$ cat config.mk
export PLATFORM = sky130hd
export DESIGN_NAME = axi_wr_burst_ctrl_flat
export DESIGN_NICKNAME = d
export VERILOG_FILES = /design/src/rtl/tpu_axi_pkg.sv /design/src/rtl/axi_wr_burst_ctrl_if.sv /design/src/rtl/axi_wr_burst_ctrl_addr_gen.sv /design/src/rtl/axi_wr_burst_ctrl.sv /design/src/flat_wrapper.sv
export SDC_FILE = /design/constraint.sdc
export NUM_CORES = 1
export LEC_CHECK = 0
export ABC_AREA = 0
export CAP_MARGIN = 20
export CORE_MARGIN = 2
export CORE_UTILIZATION = 40
export CTS_CLUSTER_DIAMETER = 30
export DETAILED_ROUTE_END_ITERATION = 8
export MAX_ROUTING_LAYER = met4
export PLACE_DENSITY = 0.69
export SYNTH_ARGS = -nofsm -noshare
export SYNTH_HDL_FRONTEND = slang
export SYNTH_SLANG_ARGS = --single-unit
$ cat constraint.sdc
create_clock -name clk -period 3.9 [get_ports clk]
set_input_delay 0.78 -clock clk [delete_from_list [all_inputs] [get_ports clk]]
set_output_delay 0.78 -clock clk [all_outputs]
set_load 0.005 [all_outputs]
$ cat src/rtl/tpu_axi_pkg.sv
// Shared encodings for the TPU AXI write path: burst/response codes, the
// burst-controller state enum, and a byte-lane log2 helper.
package tpu_axi_pkg;

    typedef enum logic [1:0] {
        BURST_FIXED = 2'd0,
        BURST_INCR  = 2'd1,
        BURST_WRAP  = 2'd2,
        BURST_RSVD  = 2'd3
    } burst_e;

    typedef enum logic [1:0] {
        RESP_OKAY   = 2'd0,
        RESP_EXOKAY = 2'd1,
        RESP_SLVERR = 2'd2,
        RESP_DECERR = 2'd3
    } resp_e;

    typedef enum logic [1:0] {
        ST_IDLE = 2'd0,
        ST_DATA = 2'd1,
        ST_RESP = 2'd2
    } state_e;

    function automatic int lane_log2(input int lanes);
        int r;
        r = 0;
        for (int i = 0; i < 30; i++) begin
            if ((32'sd1 <<< i) < lanes) begin
                r = i + 1;
            end
        end
        return r;
    endfunction

endpackage

$ cat src/rtl/axi_wr_burst_ctrl_if.sv
// Signal bundle between the AXI write front end, axi_wr_burst_ctrl, the SRAM
// write port and the B channel.
interface axi_wr_burst_ctrl_if #(
    parameter int AWADDR_WIDTH = 11,
    parameter int AWID_WIDTH   = 8,
    parameter int WDATA_WIDTH  = 32,
    parameter int WSTRB_WIDTH  = 4
);
    import tpu_axi_pkg::*;

    localparam int SRAM_AW = AWADDR_WIDTH - lane_log2(WSTRB_WIDTH);

    logic                    burst_start;
    logic [AWID_WIDTH-1:0]   burst_id;
    logic [AWADDR_WIDTH-1:0] burst_addr;
    logic [1:0]              burst_type;
    logic [2:0]              burst_size;
    logic [7:0]              burst_len;
    logic                    beat_vld;
    logic [WDATA_WIDTH-1:0]  beat_data;
    logic [WSTRB_WIDTH-1:0]  beat_strb;
    logic                    beat_last;
    logic                    ctrl_busy;
    logic                    beat_done;
    logic                    sram_we;
    logic [SRAM_AW-1:0]      sram_addr;
    logic [WDATA_WIDTH-1:0]  sram_wdata;
    logic [WSTRB_WIDTH-1:0]  sram_wstrb;
    logic [AWID_WIDTH-1:0]   BID;
    logic [1:0]              BRESP;
    logic                    BVALID;
    logic                    BREADY;

    modport master (
        output burst_start, burst_id, burst_addr, burst_type, burst_size, burst_len,
        output beat_vld, beat_data, beat_strb, beat_last, BREADY,
        input  ctrl_busy, beat_done, sram_we, sram_addr, sram_wdata, sram_wstrb,
        input  BID, BRESP, BVALID
    );

    modport slave (
        input  burst_start, burst_id, burst_addr, burst_type, burst_size, burst_len,
        input  beat_vld, beat_data, beat_strb, beat_last, BREADY,
        output ctrl_busy, beat_done, sram_we, sram_addr, sram_wdata, sram_wstrb,
        output BID, BRESP, BVALID
    );

endinterface

$ cat src/rtl/axi_wr_burst_ctrl_addr_gen.sv
// axi_burst_addr_gen: combinational next beat address for FIXED/INCR/WRAP.
// The WRAP path (and its len input) exists only when AXI_WR_WRAP_EN is defined.
module axi_burst_addr_gen
    import tpu_axi_pkg::*;
#(
    parameter int AWADDR_WIDTH = 11
) (
    input  logic [AWADDR_WIDTH-1:0] addr,
    input  logic [1:0]              btype,
    input  logic [2:0]              size,
`ifdef AXI_WR_WRAP_EN
    input  logic [7:0]              len,
`endif
    output logic [AWADDR_WIDTH-1:0] next_addr
);
    localparam logic [AWADDR_WIDTH-1:0] ONE = {{(AWADDR_WIDTH-1){1'b0}}, 1'b1};

    logic [AWADDR_WIDTH-1:0] incr_s;
`ifdef AXI_WR_WRAP_EN
    logic [AWADDR_WIDTH-1:0] mask_s;
    logic [AWADDR_WIDTH-1:0] wrap_s;
`endif

    // Next address per burst type; the wrap window is (len+1) beats, aligned down.
    always_comb begin
        incr_s = addr + (ONE << size);
`ifdef AXI_WR_WRAP_EN
        mask_s = ((AWADDR_WIDTH'(len) + ONE) << size) - ONE;
        wrap_s = (addr & ~mask_s) | (incr_s & mask_s);
`endif
        case (btype)
            BURST_FIXED: next_addr = addr;
            BURST_INCR:  next_addr = incr_s;
`ifdef AXI_WR_WRAP_EN
            BURST_WRAP:  next_addr = wrap_s;
`endif
            default:     next_addr = addr;
        endcase
    end

endmodule

$ cat src/rtl/axi_wr_burst_ctrl.sv
// AXI write burst sequencer: per-beat SRAM addressing, WLAST framing check, B response.
// Build option AXI_WR_WRAP_EN enables WRAP bursts; without it WRAP is drained with SLVERR.
module axi_wr_burst_ctrl
    import tpu_axi_pkg::*;
#(
    parameter int AWADDR_WIDTH = 11,
    parameter int AWID_WIDTH   = 8,
    parameter int WDATA_WIDTH  = 32,
    parameter int WSTRB_WIDTH  = 4
) (
    input logic               clk,
    input logic               rst,
    axi_wr_burst_ctrl_if.slave bus
);
    localparam int LANE_LOG2 = lane_log2(WSTRB_WIDTH);
    localparam int SRAM_AW   = AWADDR_WIDTH - LANE_LOG2;

    state_e                  state_q, state_d;
    logic [AWID_WIDTH-1:0]   id_q, id_d;
    logic [AWADDR_WIDTH-1:0] addr_q, addr_d;
    logic [1:0]              type_q, type_d;
    logic [2:0]              size_q, size_d;
    logic [7:0]              len_q, len_d;
    logic [7:0]              cnt_q, cnt_d;
    logic                    attr_err_q, attr_err_d;
    logic                    err_q, err_d;
    logic                    busy_q, busy_d;
    logic                    done_q, done_d;
    logic                    we_q, we_d;
    logic [SRAM_AW-1:0]      saddr_q, saddr_d;
    logic [WDATA_WIDTH-1:0]  wdata_q, wdata_d;
    logic [WSTRB_WIDTH-1:0]  wstrb_q, wstrb_d;
    logic [AWID_WIDTH-1:0]   bid_q, bid_d;
    logic [1:0]              bresp_q, bresp_d;
    logic                    bvalid_q, bvalid_d;

    logic [AWADDR_WIDTH-1:0] next_addr_s;
    logic                    wrap_bad_s;
    logic                    attr_bad_s;
    logic                    last_beat_s;
    logic                    frame_err_s;

    axi_burst_addr_gen #(.AWADDR_WIDTH(AWADDR_WIDTH)) u_addr_gen (
        .addr      (addr_q),
        .btype     (type_q),
        .size      (size_q),
`ifdef AXI_WR_WRAP_EN
        .len       (len_q),
`endif
        .next_addr (next_addr_s)
    );

    // Legality of the attributes presented with burst_start.
    always_comb begin
`ifdef AXI_WR_WRAP_EN
        wrap_bad_s = (bus.burst_type == BURST_WRAP) &&
                     !(bus.burst_len inside {8'd1, 8'd3, 8'd7, 8'd15});
`else
        wrap_bad_s = (bus.burst_type == BURST_WRAP);
`endif
        attr_bad_s = (bus.burst_type == BURST_RSVD) ||
                     (bus.burst_size > 3'(LANE_LOG2)) || wrap_bad_s;
    end

    // Next-state, counter, error flags and output register values.
    always_comb begin
        state_d    = state_q;
        id_d       = id_q;
        addr_d     = addr_q;
        type_d     = type_q;
        size_d     = size_q;
        len_d      = len_q;
        cnt_d      = cnt_q;
        attr_err_d = attr_err_q;
        err_d      = err_q;
        busy_d     = busy_q;
        done_d     = 1'b0;
        we_d       = 1'b0;
        saddr_d    = saddr_q;
        wdata_d    = wdata_q;
        wstrb_d    = wstrb_q;
        bid_d      = bid_q;
        bresp_d    = bresp_q;
        bvalid_d   = bvalid_q;
        last_beat_s = (cnt_q == len_q);
        frame_err_s = (bus.beat_last != last_beat_s);

        case (state_q)
            ST_IDLE: begin
                if (bus.burst_start) begin
                    id_d       = bus.burst_id;
                    addr_d     = bus.burst_addr;
                    type_d     = bus.burst_type;
                    size_d     = bus.burst_size;
                    len_d      = bus.burst_len;
                    cnt_d      = 8'd0;
                    attr_err_d = attr_bad_s;
                    err_d      = attr_bad_s;
                    busy_d     = 1'b1;
                    state_d    = ST_DATA;
                end else begin
                    busy_d     = 1'b0;
                end
            end
            ST_DATA: begin
                if (bus.beat_vld) begin
                    done_d = 1'b1;
                    addr_d = next_addr_s;
                    cnt_d  = cnt_q + 8'd1;
                    err_d  = err_q | frame_err_s;
                    // Framing errors only affect the response; bad attributes also block writes.
                    if (!attr_err_q) begin
                        we_d    = 1'b1;
                        saddr_d = addr_q[AWADDR_WIDTH-1:LANE_LOG2];
                        wdata_d = bus.beat_data;
                        wstrb_d = bus.beat_strb;
                    end else begin
                        we_d    = 1'b0;
                    end
                    if (last_beat_s) begin
                        state_d  = ST_RESP;
                        bvalid_d = 1'b1;
                        bid_d    = id_q;
                        bresp_d  = (err_q || frame_err_s) ? RESP_SLVERR : RESP_OKAY;
                    end else begin
                        state_d  = ST_DATA;
                    end
                end else begin
                    state_d = ST_DATA;
                end
            end
            ST_RESP: begin
                if (bvalid_q && bus.BREADY) begin
                    bvalid_d = 1'b0;
                    busy_d   = 1'b0;
                    state_d  = ST_IDLE;
                end else begin
                    state_d  = ST_RESP;
                end
            end
            default: begin
                state_d  = ST_IDLE;
                busy_d   = 1'b0;
                bvalid_d = 1'b0;
            end
        endcase
    end

    // State and output registers; async reset drops any in-flight burst.
    always_ff @(posedge clk or posedge rst) begin
        if (rst) begin
            state_q    <= ST_IDLE;
            id_q       <= '0;
            addr_q     <= '0;
            type_q     <= 2'd0;
            size_q     <= 3'd0;
            len_q      <= 8'd0;
            cnt_q      <= 8'd0;
            attr_err_q <= 1'b0;
            err_q      <= 1'b0;
            busy_q     <= 1'b0;
            done_q     <= 1'b0;
            we_q       <= 1'b0;
            saddr_q    <= '0;
            wdata_q    <= '0;
            wstrb_q    <= '0;
            bid_q      <= '0;
            bresp_q    <= 2'd0;
            bvalid_q   <= 1'b0;
        end else begin
            state_q    <= state_d;
            id_q       <= id_d;
            addr_q     <= addr_d;
            type_q     <= type_d;
            size_q     <= size_d;
            len_q      <= len_d;
            cnt_q      <= cnt_d;
            attr_err_q <= attr_err_d;
            err_q      <= err_d;
            busy_q     <= busy_d;
            done_q     <= done_d;
            we_q       <= we_d;
            saddr_q    <= saddr_d;
            wdata_q    <= wdata_d;
            wstrb_q    <= wstrb_d;
            bid_q      <= bid_d;
            bresp_q    <= bresp_d;
            bvalid_q   <= bvalid_d;
        end
    end

    assign bus.ctrl_busy  = busy_q;
    assign bus.beat_done  = done_q;
    assign bus.sram_we    = we_q;
    assign bus.sram_addr  = saddr_q;
    assign bus.sram_wdata = wdata_q;
    assign bus.sram_wstrb = wstrb_q;
    assign bus.BID        = bid_q;
    assign bus.BRESP      = bresp_q;
    assign bus.BVALID     = bvalid_q;

endmodule

$ cat src/flat_wrapper.sv
// flat-port wrapper written by rule: the top's interface ports become plain ports
module axi_wr_burst_ctrl_flat import tpu_axi_pkg::*;
#(
    parameter int AWADDR_WIDTH = 11,
    parameter int AWID_WIDTH   = 8,
    parameter int WDATA_WIDTH  = 32,
    parameter int WSTRB_WIDTH  = 4
)
  (clk, rst, bus_burst_start, bus_burst_id, bus_burst_addr, bus_burst_type, bus_burst_size, bus_burst_len, bus_beat_vld, bus_beat_data, bus_beat_strb, bus_beat_last, bus_BREADY, bus_ctrl_busy, bus_beat_done, bus_sram_we, bus_sram_addr, bus_sram_wdata, bus_sram_wstrb, bus_BID, bus_BRESP, bus_BVALID);
  axi_wr_burst_ctrl_if #(.AWADDR_WIDTH(AWADDR_WIDTH), .AWID_WIDTH(AWID_WIDTH), .WDATA_WIDTH(WDATA_WIDTH), .WSTRB_WIDTH(WSTRB_WIDTH)) bus_i ();
  input logic clk;
  input logic rst;
  input wire logic [$bits(bus_i.burst_start)-1:0] bus_burst_start;
  input wire logic [$bits(bus_i.burst_id)-1:0] bus_burst_id;
  input wire logic [$bits(bus_i.burst_addr)-1:0] bus_burst_addr;
  input wire logic [$bits(bus_i.burst_type)-1:0] bus_burst_type;
  input wire logic [$bits(bus_i.burst_size)-1:0] bus_burst_size;
  input wire logic [$bits(bus_i.burst_len)-1:0] bus_burst_len;
  input wire logic [$bits(bus_i.beat_vld)-1:0] bus_beat_vld;
  input wire logic [$bits(bus_i.beat_data)-1:0] bus_beat_data;
  input wire logic [$bits(bus_i.beat_strb)-1:0] bus_beat_strb;
  input wire logic [$bits(bus_i.beat_last)-1:0] bus_beat_last;
  input wire logic [$bits(bus_i.BREADY)-1:0] bus_BREADY;
  output wire logic [$bits(bus_i.ctrl_busy)-1:0] bus_ctrl_busy;
  output wire logic [$bits(bus_i.beat_done)-1:0] bus_beat_done;
  output wire logic [$bits(bus_i.sram_we)-1:0] bus_sram_we;
  output wire logic [$bits(bus_i.sram_addr)-1:0] bus_sram_addr;
  output wire logic [$bits(bus_i.sram_wdata)-1:0] bus_sram_wdata;
  output wire logic [$bits(bus_i.sram_wstrb)-1:0] bus_sram_wstrb;
  output wire logic [$bits(bus_i.BID)-1:0] bus_BID;
  output wire logic [$bits(bus_i.BRESP)-1:0] bus_BRESP;
  output wire logic [$bits(bus_i.BVALID)-1:0] bus_BVALID;
  assign bus_i.burst_start = bus_burst_start;
  assign bus_i.burst_id = bus_burst_id;
  assign bus_i.burst_addr = bus_burst_addr;
  assign bus_i.burst_type = bus_burst_type;
  assign bus_i.burst_size = bus_burst_size;
  assign bus_i.burst_len = bus_burst_len;
  assign bus_i.beat_vld = bus_beat_vld;
  assign bus_i.beat_data = bus_beat_data;
  assign bus_i.beat_strb = bus_beat_strb;
  assign bus_i.beat_last = bus_beat_last;
  assign bus_i.BREADY = bus_BREADY;
  assign bus_ctrl_busy = bus_i.ctrl_busy;
  assign bus_beat_done = bus_i.beat_done;
  assign bus_sram_we = bus_i.sram_we;
  assign bus_sram_addr = bus_i.sram_addr;
  assign bus_sram_wdata = bus_i.sram_wdata;
  assign bus_sram_wstrb = bus_i.sram_wstrb;
  assign bus_BID = bus_i.BID;
  assign bus_BRESP = bus_i.BRESP;
  assign bus_BVALID = bus_i.BVALID;
  axi_wr_burst_ctrl #(.AWADDR_WIDTH(AWADDR_WIDTH), .AWID_WIDTH(AWID_WIDTH), .WDATA_WIDTH(WDATA_WIDTH), .WSTRB_WIDTH(WSTRB_WIDTH)) u_core (.clk(clk), .rst(rst), .bus(bus_i));
endmodule
==> results of run 1 <==
-- registers in the layout, indices dropped and copies added (netlist names), 3 cells and up --
name / flops
u_core.bus.sram_wdata: 32
u_core.addr_q: 11
u_core.bus.sram_addr: 9
u_core.bus.BID: 8
u_core.cnt_q: 8
u_core.id_q: 8
u_core.len_q: 8
u_core.bus.sram_wstrb: 4
u_core.size_q: 3
-- metal layers --
metal / up-vias / share of wire
met5: - / 0
met4: 0 / 0.014
met3: 14 / 0.057
met2: 103 / 0.50
met1: 1589 / 0.42
li1: 1574 / -
-- worst min-delay path by stage --
| stage | from | endpoint | cells past startpoint |
|---|---|---|---|
| 2_1_floorplan | u_core.type_q[1] | u_core.type_q[1] | 1 |
| 3_3_place_gp | u_core.bus.sram_addr[1] | u_core.bus.sram_addr[1] | 1 |
| 3_5_place_dp | u_core.bus.sram_addr[6] | u_core.bus.sram_addr[6] | 1 |
| 4_1_cts | u_core.bus.sram_addr[6] | u_core.bus.sram_addr[6] | 1 |
| 5_1_grt | u_core.bus.sram_addr[1] | u_core.bus.sram_addr[1] | 1 |
| 6_report | u_core.bus.sram_addr[6] | u_core.bus.sram_addr[6] | 1 |
-- critical path: cells and delay by family (launching register included) --
family                     cells  cell delay, ns
and+or+nand+nor                2            0.44
buffers and inverters          1            0.06
DFF                            1            0.46
adders and majority gates      2            0.61
AOI/OAI and AO/OA              4            0.90
-- metrics by stage --
| step | total power [mW] | cell area [sq um] | cells | hold slack, ns | setup WS, ns |
|---|---|---|---|---|---|
| floorplan | 2.961 | 4673 | 370 | 0.4713 | 0.4445 |
| global placement | 3.744 | 6093 | 632 | 0.4667 | 1.239 |
| detailed placement | 3.830 | 6093 | 632 | 0.4737 | 1.202 |
| CTS | 4.677 | 6364 | 648 | 0.4879 | 1.353 |
| global route | 4.979 | 6364 | 648 | 0.4975 | 1.168 |
| finish | 4.613 | 6364 | 648 | 0.4870 | 1.339 |
-- cell usage after synthesis, drive strengths merged (2+ instances only) --
library cell  count  area share
ha                9       0.024
nor3              5      0.0078
nand4             3      0.0040
a21o              3      0.0048
and3b             2      0.0037
o22ai             2      0.0027
xor2              6       0.011
nor4              2      0.0040
nand2            21       0.017
a21oi            20       0.021
a2111oi           4       0.016
xnor2            10       0.019
nand3             7      0.0075
dfrtp           102        0.55
nor2             22       0.019
o21ai            12       0.013
inv               9      0.0072
buf              14       0.024
a31oi             3      0.0040
nand2b            4      0.0070
a211oi            3      0.0048
mux2             75        0.18
a2bb2oi           2      0.0037
nor3b             2      0.0032
and3              5      0.0067
o211ai            3      0.0048
clkbuf            3      0.0024
nor2b             2      0.0027
-- area by class of cell --
| cell class | count | area (sq um) | area share |
|---|---|---|---|
| flip-flops and latches | 102 | 2552 | 0.4011 |
| multi-input cells | 242 | 1964 | 0.3087 |
| repair buffers | 136 | 1361 | 0.2139 |
| clock buffers | 13 | 250.2 | 0.03932 |
| well taps | 143 | 178.9 | 0.02812 |
| inverters | 9 | 36.28 | 0.005702 |
| clock inverters | 3 | 20.02 | 0.003146 |
-- power groups by stage --
stage / clock network [mW] / registers [mW] / logic (mW)
floorplan: 0 / 1.82 / 1.14
global placement: 0 / 1.85 / 1.89
detailed placement: 0 / 1.88 / 1.95
CTS: 0.853 / 1.86 / 1.97
global route: 0.900 / 1.93 / 2.15
finish: 0.819 / 1.86 / 1.94
-- cell families after synthesis --
| kind of cell | synth area share |
|---|---|
| and+or+nand+nor | 0.09077 |
| DFF | 0.5462 |
| other | 0.0008024 |
| buffers and inverters | 0.03400 |
| adders and majority gates | 0.02838 |
| xor gates and xnor gates | 0.02999 |
| muxes | 0.1829 |
| AOI/OAI and AO/OA | 0.08702 |
==> summary.md, run 1 <==
| Metric | Value |
|---|---|
| Outcome | finished clean |
| Antenna violations before repair | 0 |
| HP Class | flop to flop |
| Max IR drop VDD | 432.8 uV |
| Worst Tran Pin Value | ~1 ns |
| Net Switching | between 1 and 1.5 mW |
| Via count | about 3.3k |
| Internal power | around 3.2 mW |
| Yosys reg bits | between 100 and 150 |
| CTS buffer count | 9 |
| Clock Latency Late Sink | ~0.34 ns |
| Layout fillers | 1012 |
| DIE AREA | between 10000 and 15000 sq um |
| Pwr Density | 724.8 nW/um^2 |
| Fraction of registers with async set/reset | 1.000 |
| Grt peak-use layer | met2 |
| Antenna Cells | 0 |
| DR pass1 iterations | 4 |
| Largest net degree at the start of global routing | 56 |
| Final critical-path share of the clock period | 0.6566 |
| CTS root buf | clkbuf_16 |
| Shortest period the worst path allows | roughly 2.6 ns |
| Sequential area share after synthesis | 0.5462 |
| Clk buf depth | 2 |
| FF-to-FF path depth | 9 |
| DRC | 0 |
| DR WL/cell | roughly 16 um |
| P&R area growth vs syn | 36.17% |
| Sw Share | 0.3155 |
| Slowest-stage cell, CP | dfrtp_1 |
| I/O pins | about 130 |
| Final Hold Viols | 0 |
| CTS clk-pin slew, worst paths | ~0.07 ns |
| Main synth FF type | dfrtp_1 |
| Worst setup path category | flop to flop |
| Worst R2R End | u_core.addr_q[10] |
| Initial drt markers | approximately 140 |
| Clock Skew | between 0.004 and 0.005 ns |
| # H-tree levels | 3 |
| Die Y | approximately 110 um |
| Die Wd | ~110 um |
| Most common cell after layout, fill and taps aside | clkdlybuf4s50_1 |
| Critical path capture point type | flop |
| Static leakage | approximately 2.7 nW |
| Clock Sinks | a little over 100 |
| Postcts setup bufs | 0 |
| Worst R2R Start | u_core.size_q[2] |
| Worst EP arrival | 2.83 ns |
| Syn_nets | about 450 |
| Core footprint | 11420 sq um |
| Most frequent cells in the layout | 131 x clkdlybuf4s50_1, 102 x dfrtp_1, 73 x mux2_2 |
| First-pass GRT wire length | 17.06 mm |
| EDFF count, synth | 0 |
| Worst rel slew slack | 0.3349 |
| Initial core utilization | 0.4093 |
| Fraction of layout cells with a size suffix above 1 | 0.2059 |
| Max Cap Violations | 0 |
| Vias/cell | slightly above 5 |
| Number of global-route vias before repair | 3437 |
| FF-to-FF setup slack | between 1 and 1.5 ns |
| Fmax | 390.5 MHz |
| Launch point of the worst path | u_core.size_q[2] |
| CTS tree | built |
| Final GP Congestion | around 0.81 |
| PortBufs | 131 |
| Global-route total usage across every layer | 0.1750 |
| Setup Viol. Count Final | 0 |
| Mapped Cells | 370 |
| Cts hold-fix bufs | 0 |
| Met1 Track Usage GR | 0.2097 |
| FP Rows | 39 |
| Sequential group share of total power | 0.402 |
| CP max stage delay | around 0.46 ns |
| CP Max Fanout | 9 |
| RSZ-0062 raised after global routing | no |
| Final core occ | 0.5573 |
| GR Util met3 | 0.04644 |
| Nets | just under 600 |
| Grt total ovfl | 0 |
| Synth Warn # | 0 |
| # resized after CTS | 0 |
| Setup crit end | u_core.addr_q[10] |
| Critical Path Start Type | flop |
| Count of cell types in the netlist | 52 |
| Max Slew Vio Count | 0 |
| Cell area after synthesis | approximately 4700 sq um |
| Clock power share | 0.177 |
| M2 GR Usage | 0.2928 |
| Comb pwr share | 0.420 |
| Post-route ant nets | 0 |
| Crit-path cells | nor3_1 > ha_1 > inv_1 > fa_1 > nand2b_1 > a2111oi_4 > o211ai_1 > a21oi_1 > a2bb2oi_1 |
| Synthesized area per cell | 12.63 sq um |
| Worst path required time | approximately 4.2 ns |
| Post-route setup TNS | 0 ns |
| WL final | between 10 and 15 mm |
| Detail Placement HPWL | 7.383 mm |
(Power assumes the default switching activity.)
==> run 2, diff against run 1 <==
PLACE_DENSITY = 0.72   (was 0.69)
clock period = 2.3 ns   (was 3.9 ns; I/O delays follow)
==> summary.md, run 2 (same netlist as run 1, synthesis figures left out) <==
| Metric | Value |
|---|---|
| Area of the multi-input gates | 2021 sq um (was 1964 sq um) |
| Static leakage | 2.816 nW (was 2.681 nW) |
| Final GP Congestion | 0.8196 (was 0.8140) |
| Area taken by flip-flops and latches | 2552 sq um (unchanged) |
| DR pass1 iterations | 4 (unchanged) |
| FP Rows | 39 (unchanged) |
| WL final | 10.69 mm (was 10.24 mm) |
| Worst setup path category | flop to flop (unchanged) |
| Antenna violations before repair | 0 (unchanged) |
| Initial core utilization | 0.4093 (unchanged) |
| Critical Path Start Type | flop (unchanged) |
| Initial drt markers | 184 (was 138) |
| Clock Skew | 0.01139 ns (was 0.004882 ns) |
| Most frequent cells in the layout | 131 x clkdlybuf4s50_1, 102 x dfrtp_1, 73 x mux2_2 (unchanged) |
| CTS clk-pin slew, worst paths | 0.07 ns (about the same) |
| Most common cell after layout, fill and taps aside | clkdlybuf4s50_1 (unchanged) |
| DIE AREA | 12560 sq um (unchanged) |
| Vias/cell | 5.134 (was 5.062) |
| PortBufs | 131 (unchanged) |
| CTS root buf | clkbuf_16 (unchanged) |
| Fmax | 430.2 MHz (was 390.5 MHz) |
| Nets | 601 (was 584) |
| Max Cap Violations | 0 (unchanged) |
| CP Max Fanout | 3 (was 9) |
| Die Wd | 112.1 um (unchanged) |
| Hold_ws | 0.4941 ns (was 0.4870 ns) |
| Worst rel slew slack | 0.6516 (was 0.3349) |
| Worst EP arrival | 2.59 ns (was 2.83 ns) |
| Final core occ | 0.5821 (was 0.5573) |
| Setup slack after layout | -0.02451 ns (was 1.339 ns) |
| Via count | 3414 (was 3280) |
| Worst Tran Pin Value | 0.5227 ns (was 0.9956 ns) |
| Clock Sinks | 102 (unchanged) |
| Worst path required time | 2.56 ns (was 4.16 ns) |
| Max Slew Vio Count | 0 (unchanged) |
| Final Hold Viols | 0 (unchanged) |
| Shortest period the worst path allows | 2.325 ns (was 2.561 ns) |
| DRC | 0 (unchanged) |
| Layout fillers | 933 (was 1012) |
| Core footprint | 11420 sq um (unchanged) |
| Pwr Density | 1255 nW/um^2 (was 724.8 nW/um^2) |
| First-pass GRT wire length | 17.86 mm (was 17.06 mm) |
| CP max stage delay | 0.40 ns (was 0.46 ns) |
| Antenna Cells | 0 (unchanged) |
| Post-route ant nets | 0 (unchanged) |
| Final critical-path share of the clock period | 1.011 (was 0.6566) |
| Largest net degree at the start of global routing | 36 (was 56) |
| Grt total ovfl | 0 (unchanged) |
| RSZ-0062 raised after global routing | yes (was no) |
| Max FFs per register | 32 (unchanged) |
| Failing checks | negative setup slack |
| # H-tree levels | 3 (unchanged) |
| P&R area growth vs syn | 42.22% (was 36.17%) |
| Detail Placement HPWL | 7.685 mm (was 7.383 mm) |
| I/O pins | 133 (unchanged) |
| Fraction of layout cells with a size suffix above 1 | 0.2625 (was 0.2059) |
| Max IR drop VDD | 593.5 uV (was 432.8 uV) |
| Outcome | finished with violations (was finished clean) |
| Slowest-stage cell, CP | dfrtp_1 (unchanged) |
| DR WL/cell | 16.08 um (was 15.80 um) |
| Cts hold-fix bufs | 0 (unchanged) |
| Clock Latency Late Sink | 0.34 ns (about the same) |
| Die Y | 112.1 um (unchanged) |
| HP Class | flop to flop (unchanged) |
| Global-route total usage across every layer | 0.1810 (was 0.1750) |
| CTS buffer count | 9 (unchanged) |
| CTS tree | built (unchanged) |
| Crit-path cells | nor3_2 > ha_2 > inv_2 > fa_2 > nand2b_4 > a2111oi_4 > o211ai_1 > a21oi_1 > a2bb2oi_1 (was nor3_1 > ha_1 > inv_1 > fa_1 > nand2b_1 > a2111oi_4 > o211ai_1 > a21oi_1 > a2bb2oi_1) |
| Critical path capture point type | flop (unchanged) |
| Clk buf depth | 2 (unchanged) |
| Setup Viol. Count Final | 1 (was 0) |
| Number of global-route vias before repair | 3649 (was 3437) |
-- run 2: cell count changes in the layout (fill, tap and decap cells not counted), sizes merged --
cell	previous run	this run
bufinv	0	1
clkinv	1	2
buf	5	22
clkbuf	13	11
clkinvlp	2	1
inv	9	10
-- run 2: worst max-delay path, delay by kind of cell, from the launching register on --
family | cells | cell delay, ns
buffers and inverters | 1 | 0.04
DFF | 1 | 0.40
AOI/OAI and AO/OA | 4 | 0.90
and+or+nand+nor | 2 | 0.37
adders and majority gates | 2 | 0.55
-- run 2: area by class of cell --
type                       instances  area share
clock buffer                      11     0.03803
clock inverter                     5    0.009789
inverter                           9    0.005648
multi-input combinational        242      0.3040
sequential                       102      0.3840
tap                              143     0.02692
timing repair buffer             153      0.2316
-- run 2: where the power goes --
group	switching, mW	internal [mW]	leakage (nW)
clock network	0.682	0.916	0.157
logic	1.44	2.19	1.42
registers	0.523	2.59	1.24
total	2.64	5.70	2.82
-- run 2: repair_timing --
item	4_1_cts	5_1_grt
setup endpoints to repair	1	5
pin swaps	3	9
resized for setup	4	12
buffers inserted	1	2
-- run 2: path summary, 6_finish.rpt --
| check | startpoint | end | slack (ns) | depth (start not counted) |
|---|---|---|---|---|
| setup reg to reg | u_core.size_q[0] | u_core.addr_q[10] | -0.02 | 9 |
| max in group asynchronous | rst | u_core.bus.sram_wdata[29] | 1.24 | 3 |
| hold reg to reg | u_core.bus.sram_addr[1] | u_core.bus.sram_addr[1] | 0.49 | 1 |
| min in group asynchronous | rst | u_core.id_q[4] | 0.52 | 2 |
| setup / recovery | u_core.size_q[0] | u_core.addr_q[10] | -0.02 | 9 |
| hold / removal | u_core.bus.sram_addr[1] | u_core.bus.sram_addr[1] | 0.49 | 1 |
-- run 2: stage by stage --
step	power (mW)	setup WS, ns	std cells	area (sq um)	TNS, ns
after floorplan	5.021	0.002551	370	4677	0
after global placement	6.512	0.003930	646	6250	0
after detailed placement	6.647	-0.04925	646	6250	-0.04925
after CTS	8.316	0.02964	663	6593	0
after global routing	8.945	-0.1332	665	6646	-0.1483
final	8.339	-0.02451	665	6646	-0.02451
-- run 2: metal layers --
layer | track usage | part of all wire | up-vias
li1 | - | - | 1605
met1 | 0.2093 | 0.41 | 1688
met2 | 0.3165 | 0.53 | 111
met3 | 0.04158 | 0.051 | 10
met4 | 0.05122 | 0.010 | 0
met5 | - | 0 | -
==> run 3, diff against run 2 <==
PLACE_DENSITY = 0.71   (was 0.72)
SYNTH_HIERARCHICAL = 1   (was unset)
==> summary.md, run 3 <==
| Metric | Value |
|---|---|
| Outcome | finished clean (was finished with violations) |
| Clk buf depth | 2 (unchanged) |
| Post-route ant nets | 0 (unchanged) |
| WL final | 10.12 mm (was 10.69 mm) |
| Count of cell types in the netlist | 49 (was 52) |
| EDFF count, synth | 0 (unchanged) |
| Antenna violations before repair | 0 (unchanged) |
| FF-to-FF setup slack | 0.01 ns (was -0.02 ns) |
| Cell area after synthesis | 4720 sq um (was 4673 sq um) |
| Critical path capture point type | flop (unchanged) |
| Sequential area share after synthesis | 0.5408 (was 0.5462) |
| HP Class | primary input to async pin (was flop to flop) |
| CTS root buf | clkbuf_16 (unchanged) |
| Postcts setup bufs | 0 (was 1) |
| Final Hold Viols | 0 (unchanged) |
| Clock Skew | 0.004716 ns (was 0.01139 ns) |
| Most common cell after layout, fill and taps aside | clkdlybuf4s50_1 (unchanged) |
| Clock Sinks | 102 (unchanged) |
| FF-to-FF path depth | 10 (was 9) |
| Die Y | 112.6 um (was 112.1 um) |
| Global-route total usage across every layer | 0.1722 (was 0.1810) |
| Area of the multi-input gates | 2098 sq um (was 2021 sq um) |
| Fraction of registers with async set/reset | 1.000 (unchanged) |
| Max Slew Vio Count | 0 (unchanged) |
| Area taken by flip-flops and latches | 2555 sq um (was 2552 sq um) |
| Main synth FF type | dfrtp_1 (unchanged) |
| Worst path required time | 2.52 ns (was 2.56 ns) |
| Final critical-path share of the clock period | 0.9941 (was 1.011) |
| Area leader, netlist | dfrtp_1 (unchanged) |
| Yosys reg bits | 102 (unchanged) |
| DIE AREA | 12680 sq um (was 12560 sq um) |
| Pwr Density | 1207 nW/um^2 (was 1255 nW/um^2) |
| Syn_nets | 464 (was 454) |
| Worst setup path category | flop to flop (unchanged) |
| Most frequent cell after synthesis | dfrtp_1 (unchanged) |
| Setup Viol. Count Final | 0 (was 1) |
| Layout fillers | 976 (was 933) |
| Finished Cell Area | 6674 sq um (was 6646 sq um) |
| Worst EP arrival | 2.51 ns (was 2.59 ns) |
| Hold_ws | 0.3932 ns (was 0.4941 ns) |
| CP Max Fanout | 6 (was 3) |
| Synthesized area per cell | 12.42 sq um (was 12.63 sq um) |
| Initial core utilization | 0.4116 (was 0.4093) |
| Vias/cell | 5.028 (was 5.134) |
| Mapped Cells | 380 (was 370) |
| Grt total ovfl | 0 (unchanged) |
| P&R area growth vs syn | 41.41% (was 42.22%) |
| Max IR drop VDD | 540.2 uV (was 593.5 uV) |
| CTS clk-pin slew, worst paths | 0.07 ns (about the same) |
| Synth top area share | 0.5408 (was 0.5462) |
| Final GP Congestion | 0.8117 (was 0.8196) |
| RSZ-0062 raised after global routing | yes (unchanged) |
| Cts hold-fix bufs | 0 (unchanged) |
| Via count | 3379 (was 3414) |
| Critical Path Start Type | flop (unchanged) |
| First-pass GRT wire length | 17.00 mm (was 17.86 mm) |
| Placed cell area | 6317 sq um (was 6250 sq um) |
| Detail Placement HPWL | 7.424 mm (was 7.685 mm) |
| Worst R2R Start | u_core/size_q[1] (was u_core.size_q[0]) |
| Most frequent cells in the layout | 131 x clkdlybuf4s50_1, 100 x dfrtp_1, 65 x mux2_2 (was 131 x clkdlybuf4s50_1, 102 x dfrtp_1, 73 x mux2_2) |
| DRC | 0 (unchanged) |
| PortBufs | 131 (unchanged) |
| Clock Latency Late Sink | 0.34 ns (about the same) |
| I/O pins | 133 (unchanged) |
| Fraction of layout cells with a size suffix above 1 | 0.2287 (was 0.2625) |
| Antenna Cells | 0 (unchanged) |
| Die Wd | 112.6 um (was 112.1 um) |
| DR pass1 iterations | 4 (unchanged) |
| Post-route setup TNS | 0 ns (was -0.02451 ns) |
| Max FFs per register | 32 (unchanged) |
| CTS tree | built (unchanged) |
| # H-tree levels | 3 (unchanged) |
| Static leakage | 2.897 nW (was 2.816 nW) |
| Final core occ | 0.5820 (was 0.5821) |
| Number of global-route vias before repair | 3526 (was 3649) |
| Core footprint | 11470 sq um (was 11420 sq um) |
| Worst R2R End | u_core/addr_q[8] (was u_core.addr_q[10]) |
| Fmax | 437.4 MHz (was 430.2 MHz) |
| Initial drt markers | 152 (was 184) |
| CTS buffer count | 9 (unchanged) |
| Synth area leaders | dfrtp_1 54%, mux2_2 16%, xor2_1 3.2% (was dfrtp_1 55%, mux2_2 18%, ha_1 2.4%) |
| Synth Warn # | 6 (was 0) |
| DR WL/cell | 15.06 um (was 16.08 um) |
| Shortest period the worst path allows | 2.286 ns (was 2.325 ns) |
| Nets | 608 (was 601) |
| Max Cap Violations | 0 (unchanged) |
| Top cells by count, synth | 102 x dfrtp_1, 65 x mux2_2, 34 x nand2_1 (was 102 x dfrtp_1, 73 x mux2_2, 20 x a21oi_1, 20 x nand2_1, 20 x nor2_1) |
| FP Rows | 39 (unchanged) |
| Largest net degree at the start of global routing | 41 (was 36) |
==> run 3: cell count changes in the layout (fill, tap and decap cells not counted), moves of 9 or more <==
cell / previous run / this run
nor2_1: 19 / 10
nand2_1: 20 / 34
o21ai_0: 9 / 18
xor2_1: 6 / 17
a21oi_1: 19 / 9
mux2i_1: 1 / 12
==> run 3: kinds of logic (layout without fill, tap and decap cells) <==
kind of cell,Yosys count,count (layout),share of synthesized area
flops,102,102,0.5408
mux,88,88,0.2073
simple gates,83,83,0.09226
compound gates,49,49,0.06204
buf+inv,26,175,0.02969
xor+xnor,21,21,0.03897
fa+ha+maj,10,10,0.02810
other cells,1,1,0.0007946
==> run 3: power breakdown <==
part,leakage (nW),switching (mW),internal [mW]
Sequential,1.26,0.555,2.60
Combinational,1.51,1.32,2.14
Clock,0.133,0.643,0.797
==> run 3: metal layers <==
layer,wire length [um],GRT usage,share of wire
met1,4452,0.2176,0.44
met2,4971,0.2786,0.49
met3,485,0.02754,0.048
met4,211,0.06829,0.021
met5,0,-,0
==> run 3: final cells by class <==
cell class                 count  share of cell area
timing repair buffer         150              0.2283
clock inverter                 2            0.002437
multi-input combinational    252              0.3144
sequential                   102              0.3828
clock buffer                  14             0.03956
inverter                       9            0.005624
tap                          143             0.02681
==> run 3: through the flow <==
| stage | setup WS (ns) | cells | power (mW) |
|---|---|---|---|
| after global placement | -0.04321 | 656 | 6.448 |
| after detailed placement | -0.1127 | 656 | 6.574 |
| after floorplan | 0.004977 | 380 | 4.926 |
| after global routing | -0.1187 | 672 | 8.649 |
| final | 0.01361 | 672 | 8.058 |
| after CTS | 0.0001055 | 672 | 8.073 |
==> run 3: worst max-delay path by stage <==
stage | from | end | slack [ns]
after global placement | u_core/size_q[2] | u_core/addr_q[8] | -0.04
after global routing | u_core/size_q[1] | u_core/addr_q[8] | -0.12
after CTS | u_core/size_q[1] | u_core/addr_q[8] | 0.0001
after floorplan | u_core/size_q[2] | u_core/addr_q[8] | 0.005
after detailed placement | u_core/size_q[2] | u_core/addr_q[8] | -0.11
final | u_core/size_q[1] | u_core/addr_q[8] | 0.01
==> run 3: critical path, stage by stage, from the launching register on <==
cell and delay [ns]:
dfrtp_1 0.41, buf_4 0.16, and3b_1 0.18, ha_1 0.29, o211ai_1 0.31, a21oi_4 0.07
a211oi_4 0.25, o22ai_2 0.14, xor2_1 0.15, mux2i_1 0.13, o21ai_1 0.07
==> run 3: what timing repair did <==
action,CTS,global route
resized for setup,6,17
cloned,0,0
pin swaps,3,7
endpoints found under the setup margin,4,7
